--- src/rtl/mips_multicycle_core.sv ---
// Multi-cycle MIPS core: one shared ALU, one unified memory port (req/ready),
// FSM sequencing FETCH/DECODE/EXEC/MEM/WB. Only one instruction in flight.
// Valid/ready: a transfer completes on a rising edge where mem_req && mem_ready;
// while mem_req is high and mem_ready is low, mem_addr/mem_we/mem_wdata hold.
module mips_multicycle_core #(
   parameter logic [31:0] RESET_PC        = 32'h0000_0000,
   parameter int          NUM_REGS        = 32,
   parameter bit          HALT_ON_ILLEGAL = 1'b1
) (
   input  logic        clock,
   input  logic        reset_n,
   output logic        mem_req,
   output logic        mem_we,
   output logic [31:0] mem_addr,
   output logic [31:0] mem_wdata,
   input  logic [31:0] mem_rdata,
   input  logic        mem_ready,
   output logic        retire,
   output logic [31:0] pc_out,
   output logic        halted,
   output logic        illegal,
   output logic [2:0]  state_dbg
);

   typedef enum logic [2:0] {
      S_FETCH, S_DECODE, S_EXEC, S_MEM, S_WB, S_HALT
   } state_t;

   localparam logic [5:0] OP_RTYPE = 6'h00, OP_JAL = 6'h03, OP_BEQ = 6'h04,
                          OP_ADDI = 6'h08, OP_ANDI = 6'h0C, OP_LW = 6'h23,
                          OP_SW = 6'h2B;
   localparam logic [5:0] FN_SLL = 6'h00, FN_JR = 6'h08, FN_ADD = 6'h20,
                          FN_AND = 6'h24, FN_NOR = 6'h27, FN_SLT = 6'h2A;

   state_t      state;
   logic [31:0] pc, cur_pc, ir, a, b, bt, alu_out, mdr;
   logic [31:0] rf [NUM_REGS];

   logic [5:0]  op, fn;
   logic [4:0]  rs, rt, rd, sh, wb_dst;
   logic [31:0] imm_sext, imm_zext, alu_res, beq_pc;
   logic        legal, wb_en;

   assign op       = ir[31:26];
   assign rs       = ir[25:21];
   assign rt       = ir[20:16];
   assign rd       = ir[15:11];
   assign sh       = ir[10:6];
   assign fn       = ir[5:0];
   assign imm_sext = {{16{ir[15]}}, ir[15:0]};
   assign imm_zext = {16'h0000, ir[15:0]};
   assign beq_pc   = (a == b) ? bt : pc;
   assign pc_out   = (state == S_FETCH) ? pc : cur_pc;
   assign state_dbg = state;

   // Classify the instruction register as a supported encoding or not.
   always_comb begin
      legal = 1'b0;
      case (op)
         OP_RTYPE: legal = fn inside {FN_SLL, FN_JR, FN_ADD, FN_AND, FN_NOR, FN_SLT};
         OP_JAL, OP_BEQ, OP_ADDI, OP_ANDI, OP_LW, OP_SW: legal = 1'b1;
         default:  legal = 1'b0;
      endcase
   end

   // Shared ALU: arithmetic, logic, compare and effective-address generation.
   always_comb begin
      alu_res = '0;
      case (op)
         OP_RTYPE: begin
            case (fn)
               FN_ADD:  alu_res = a + b;
               FN_AND:  alu_res = a & b;
               FN_NOR:  alu_res = ~(a | b);
               FN_SLT:  alu_res = {31'd0, $signed(a) < $signed(b)};
               FN_SLL:  alu_res = b << sh;
               default: alu_res = '0;
            endcase
         end
         OP_ADDI, OP_LW, OP_SW: alu_res = a + imm_sext;
         OP_ANDI: alu_res = a & imm_zext;
         default: alu_res = '0;
      endcase
   end

   // Write-back target: rd for R-type, rt for immediates and loads; jal and
   // NOP-treated illegal encodings pass through WB without writing.
   always_comb begin
      wb_dst = (op == OP_RTYPE) ? rd : rt;
      wb_en  = legal && (op != OP_JAL);
   end

   // Main sequencer with registered bus and status outputs.
   always_ff @(posedge clock) begin
      if (!reset_n) begin
         state     <= S_FETCH;
         pc        <= RESET_PC;
         cur_pc    <= RESET_PC;
         ir        <= '0;
         a         <= '0;
         b         <= '0;
         bt        <= '0;
         alu_out   <= '0;
         mdr       <= '0;
         mem_req   <= 1'b0;
         mem_we    <= 1'b0;
         mem_addr  <= RESET_PC;
         mem_wdata <= '0;
         retire    <= 1'b0;
         halted    <= 1'b0;
         illegal   <= 1'b0;
         for (int i = 0; i < NUM_REGS; i++) rf[i] <= '0;
      end else begin
         retire <= 1'b0;
         case (state)
            S_FETCH: begin
               // After reset the request is raised here; otherwise it was
               // raised on the edge that entered FETCH.
               if (!mem_req) begin
                  mem_req  <= 1'b1;
                  mem_we   <= 1'b0;
                  mem_addr <= {pc[31:2], 2'b00};
               end else if (mem_ready) begin
                  ir      <= mem_rdata;
                  cur_pc  <= pc;
                  pc      <= pc + 32'd4;
                  mem_req <= 1'b0;
                  state   <= S_DECODE;
               end
            end
            S_DECODE: begin
               a  <= rf[rs];
               b  <= rf[rt];
               bt <= pc + {imm_sext[29:0], 2'b00};
               if (!legal) begin
                  illegal <= 1'b1;
                  if (HALT_ON_ILLEGAL) begin
                     halted <= 1'b1;
                     state  <= S_HALT;
                  end else begin
                     state <= S_WB;
                  end
               end else if (op == OP_JAL) begin
                  rf[31] <= pc;
                  pc     <= {pc[31:28], ir[25:0], 2'b00};
                  state  <= S_WB;
               end else begin
                  state <= S_EXEC;
               end
            end
            S_EXEC: begin
               alu_out <= alu_res;
               if (op == OP_BEQ) begin
                  pc       <= beq_pc;
                  retire   <= 1'b1;
                  state    <= S_FETCH;
                  mem_req  <= 1'b1;
                  mem_we   <= 1'b0;
                  mem_addr <= {beq_pc[31:2], 2'b00};
               end else if (op == OP_RTYPE && fn == FN_JR) begin
                  pc       <= a;
                  retire   <= 1'b1;
                  state    <= S_FETCH;
                  mem_req  <= 1'b1;
                  mem_we   <= 1'b0;
                  mem_addr <= {a[31:2], 2'b00};
               end else if (op == OP_LW || op == OP_SW) begin
                  state     <= S_MEM;
                  mem_req   <= 1'b1;
                  mem_we    <= (op == OP_SW);
                  mem_addr  <= {alu_res[31:2], 2'b00};
                  mem_wdata <= b;
               end else begin
                  state <= S_WB;
               end
            end
            S_MEM: begin
               if (mem_ready) begin
                  mem_we <= 1'b0;
                  if (op == OP_SW) begin
                     retire   <= 1'b1;
                     state    <= S_FETCH;
                     mem_addr <= {pc[31:2], 2'b00};
                  end else begin
                     mdr     <= mem_rdata;
                     mem_req <= 1'b0;
                     state   <= S_WB;
                  end
               end
            end
            S_WB: begin
               if (wb_en && wb_dst != 5'd0)
                  rf[wb_dst] <= (op == OP_LW) ? mdr : alu_out;
               retire   <= 1'b1;
               state    <= S_FETCH;
               mem_req  <= 1'b1;
               mem_we   <= 1'b0;
               mem_addr <= {pc[31:2], 2'b00};
            end
            S_HALT: begin
               mem_req <= 1'b0;
               halted  <= 1'b1;
            end
            default: state <= S_HALT;
         endcase
      end
   end

endmodule

--- config.mk ---
export PLATFORM = sky130hd
export DESIGN_NAME = mips_multicycle_core
export DESIGN_NICKNAME = d
export VERILOG_FILES = /design/src/rtl/mips_multicycle_core.sv
export SDC_FILE = /design/constraint.sdc
export NUM_CORES = 2
export LEC_CHECK = 0
export ABC_CLOCK_PERIOD_IN_PS = 4800
export CAP_MARGIN = 20
export CELL_PAD_IN_SITES_DETAIL_PLACEMENT = 1
export CELL_PAD_IN_SITES_GLOBAL_PLACEMENT = 1
export CORE_ASPECT_RATIO = 1.1
export CORE_MARGIN = 2
export CORE_UTILIZATION = 50
export CTS_BUF_LIST = sky130_fd_sc_hd__clkbuf_4
export DETAILED_ROUTE_END_ITERATION = 10
export PLACE_DENSITY = 0.81
export SLEW_MARGIN = 20
export SYNTH_ARGS = -nofsm -noshare
export SYNTH_HDL_FRONTEND = slang
export SYNTH_SLANG_ARGS = --single-unit
--- constraint.sdc ---
create_clock -name clock -period 4.8 [get_ports clock]
set_input_delay 0.48 -clock clock [delete_from_list [all_inputs] [get_ports clock]]
set_output_delay 0.48 -clock clock [all_outputs]
set_load 0.01 [all_outputs]
==> flow_summary_export.csv <==
group,metric,value,unit
run_status,status,"complete, no violations",
sta,setup_violations,0,
global_routing,grt_start_max_net_pins,133,
routing,avgRoutedWirePerCell,36.60,µm
routing,drt_iter0_markers,8697,
worst_setup_path,path_class,"register to register",
global_routing,grt_usage,0.4114,
sta,final_hold_viol_count,0,
routing,drtAntennaViolNets,0,
cts,cts_tree,"yes",
sta,fmax,0.2151,GHz
worst_setup_path,critical_path.startpoint_type,"register",
placement,dpl_cell_area,79460,µm²
global_routing,gr-total-overflow,0,
logic_synthesis,synth_commonest_cells,"1229 x nor2_1, 1024 x edfxtp_1, 659 x mux4_2",
die,dieWidth,371.9,µm
logic_synthesis,avgSynthCellArea,11.90,µm²
cts,clock_latency,1450,ps
logic_synthesis,seq_area_frac_synth,0.5007,
routing,vias_per_cell,7.032,
worst_setup_path,crit_fanout,21,
layout,drive_gt1_frac,0.2481,
die,fp-row-count,148,
power_and_ir_drop,power.density,469.3,nW/µm²
die,dieArea,152000,µm²
routing,vias,61690,
logic_synthesis,synth.area.top_cells,"edfxtp_1 41%, mux4_2 20%, dfxtp_1 8.8%",
sta,tightestPinTransition,1260,ps
logic_synthesis,synth_top_area_share,0.4131,
routing,drc,0,
layout,post-route-cell-area,84560,µm²
placement,gp_congestion,1.015,
logic_synthesis,ys_warn_count,0,
worst_setup_path,required,5770,ps
cts,cts_made_buffers,371,
logic_synthesis,synth_top_area_cell,"edfxtp_1",
sta,fin_crit,4648,ps
cts,postCtsSetupBuffers,0,
cts,cts-root-buf,"clkbuf_4",
power_and_ir_drop,power,39680,µW
sta,grt_setup_unrepaired,"false",
worst_setup_path,arrival,5620,ps
layout,fill_cells,14990,
global_routing,grt_first_pass_wirelength,447100,µm
cts,clock_sinks,1350,
cts,clkTransAtPathRegs,80,ps
layout,final_nets,6749,
placement,place_hpwl,216200,µm
hold_path,hold_class,"primary input to register",
die,io_pins,139,
logic_synthesis,yosys.cell_types.count,81,
sta,slew_violations,0,
global_routing,antenna_found_initial,23,
sta,finalSetupTns,0,ps
logic_synthesis,synth_cells,6258,
logic_synthesis,synth-async-reset-ratio,0,
logic_synthesis,yosysMostFrequentCell,"nor2_1",
routing,routed_wl,321100,µm
power_and_ir_drop,leakage,0.02790,µW
global_routing,grt_pass1_vias,63380,
die,die_h,408.7,µm
flow_run,drv_cap,0,
logic_synthesis,ys_ff_latch,1350,
logic_synthesis,synth-main-ff-cell,"edfxtp_1",
logic_synthesis,synth_edf_count,1024,
routing,drt_first_pass_iters,9,
die,core-area,148000,µm²
logic_synthesis,syn-cell-area,74440,µm²
sta,period_share,0.9683,
cts,clockBufferDepth,4,
cts,htreeDepth,5,
power_and_ir_drop,peakVddDrop,0.0003222,V
sta,relSlewSlack,0.1513,
layout,synthToLayoutAreaGrowth,13.59,%
worst_setup_path,crit_path_end_kind,"register",
placement,io_buffers,136,
die,start_util,0.5031,
sta,fin_skew,125.2,ps
-- flip-flops by register name, indices dropped and copies added, names as in the netlist --
signal     cells
retire         1
pc            32
cur_pc        32
mem_we         1
ir            32
alu_out       32
mdr           32
mem_addr      30
rf          1024
b             32
a             32
mem_wdata     32
state_dbg      3
illegal        1
mem_req        1
halted         1
bt            32
-- logic make-up (layout without fill, tap and decap cells) --
family          after synthesis  count (layout)  synth area share
flops                      1350            1350            0.5007
other cells                   1              51        0.00005038
xor+xnor                     84              84          0.009883
fa+ha+maj                   160             160           0.02720
compound gates             1035            1035           0.08614
simple gates               2060            2060            0.1119
buf+inv                     705            1219           0.03659
mux                         863             863            0.2275
-- critical path: stages (launching register included) --
cell and delay [ps]:
dfxtp_1 410, nor4_2 440, nand2_1 530, nand3b_1 310, o41ai_1 120, buf_4 200
a211o_1 320, buf_4 190, nor2b_1 560, nand2_2 160, nand2_2 400, buf_4 510
-- where the power goes --
part | switching (µW) | internal, µW
Combinational | 9580 | 5100
Clock | 5410 | 5180
Sequential | 1120 | 13300
Total | 16100 | 23600
-- metal layers --
layer,track usage,wire length [µm],up-vias
met5,0,150,-
li1,-,-,24210
met4,0.2901,26960,20
met2,0.6579,152200,5029
met1,0.4844,106600,30990
met3,0.1045,35200,1450
-- layout make-up --
class | count | area (µm²) | area share
antenna | 17 | 42.54 | 0.0005031
clock inverter | 104 | 518.0 | 0.006126
clock buffer | 520 | 3904 | 0.04617
timing repair buffer | 485 | 4740 | 0.05605
tap | 1950 | 2440 | 0.02885
multi-input combinational | 4236 | 35180 | 0.4161
inverter | 110 | 420.4 | 0.004972
sequential | 1350 | 37310 | 0.4413
-- metrics by stage --
step	util	setup WS (ps)	hold slack, ps	std cells
6_report	0.5715	151.9	95.18	8772
5_1_grt	0.5713	72.28	82.27	8760
4_1_cts	0.5692	123.6	23.21	8744
3_5_place_dp	0.5370	155.1	444.8	8087
3_3_place_gp	0.5370	174.7	439.4	8087
2_1_floorplan	-	1079	431.5	6291
-- path summary, 6_finish.rpt --
check                                         start                   endpoint  slack, ps  cells after the start
worst min-delay path                        reset_n  mem_addr[24]$_SDFFE_PN0P_        100                      4
worst max-delay path            ir[30]$_SDFFE_PN0P_    rf[1][24]$_SDFFCE_PN0P_        150                     11
worst max register to register  ir[30]$_SDFFE_PN0P_    rf[1][24]$_SDFFCE_PN0P_        150                     11
worst min register to register   bt[0]$_SDFFE_PN0P_         bt[0]$_SDFFE_PN0P_        450                      2
-- layout by cell type (no fill, tap or decap), types with 17 or more instances in the layout --
master / count
ha_1: 157
a22oi_1: 25
a31oi_1: 31
diode_2: 17
buf_4: 269
o21ai_0: 215
nor2_1: 1223
dfxtp_1: 313
xor2_1: 30
nand2_1: 528
dlygate4sd3_1: 33
clkinv_2: 18
edfxtp_1: 1024
nand4_1: 20
buf_12: 37
clkinv_1: 80
a211oi_1: 101
o211ai_1: 28
nor2b_1: 19
o31ai_1: 17
and3_1: 22
a222oi_1: 21
mux4_2: 659
mux2i_4: 32
nand2_2: 46
a21o_1: 47
inv_1: 109
xnor2_1: 54
o22ai_1: 29
mux2i_1: 132
conb_1: 34
a21oi_1: 385
nand3_1: 47
nor3_1: 45
mux2_2: 39
a221oi_1: 37
clkdlybuf4s50_1: 135
or3_1: 19
clkbuf_4: 520
-- what timing repair did --
action,in CTS,in global routing
gates resized for setup,0,1
hold endpoints to repair,125,0
hold buffers,33,0
endpoints found under the setup margin,0,2
(Power assumes the default switching activity.)
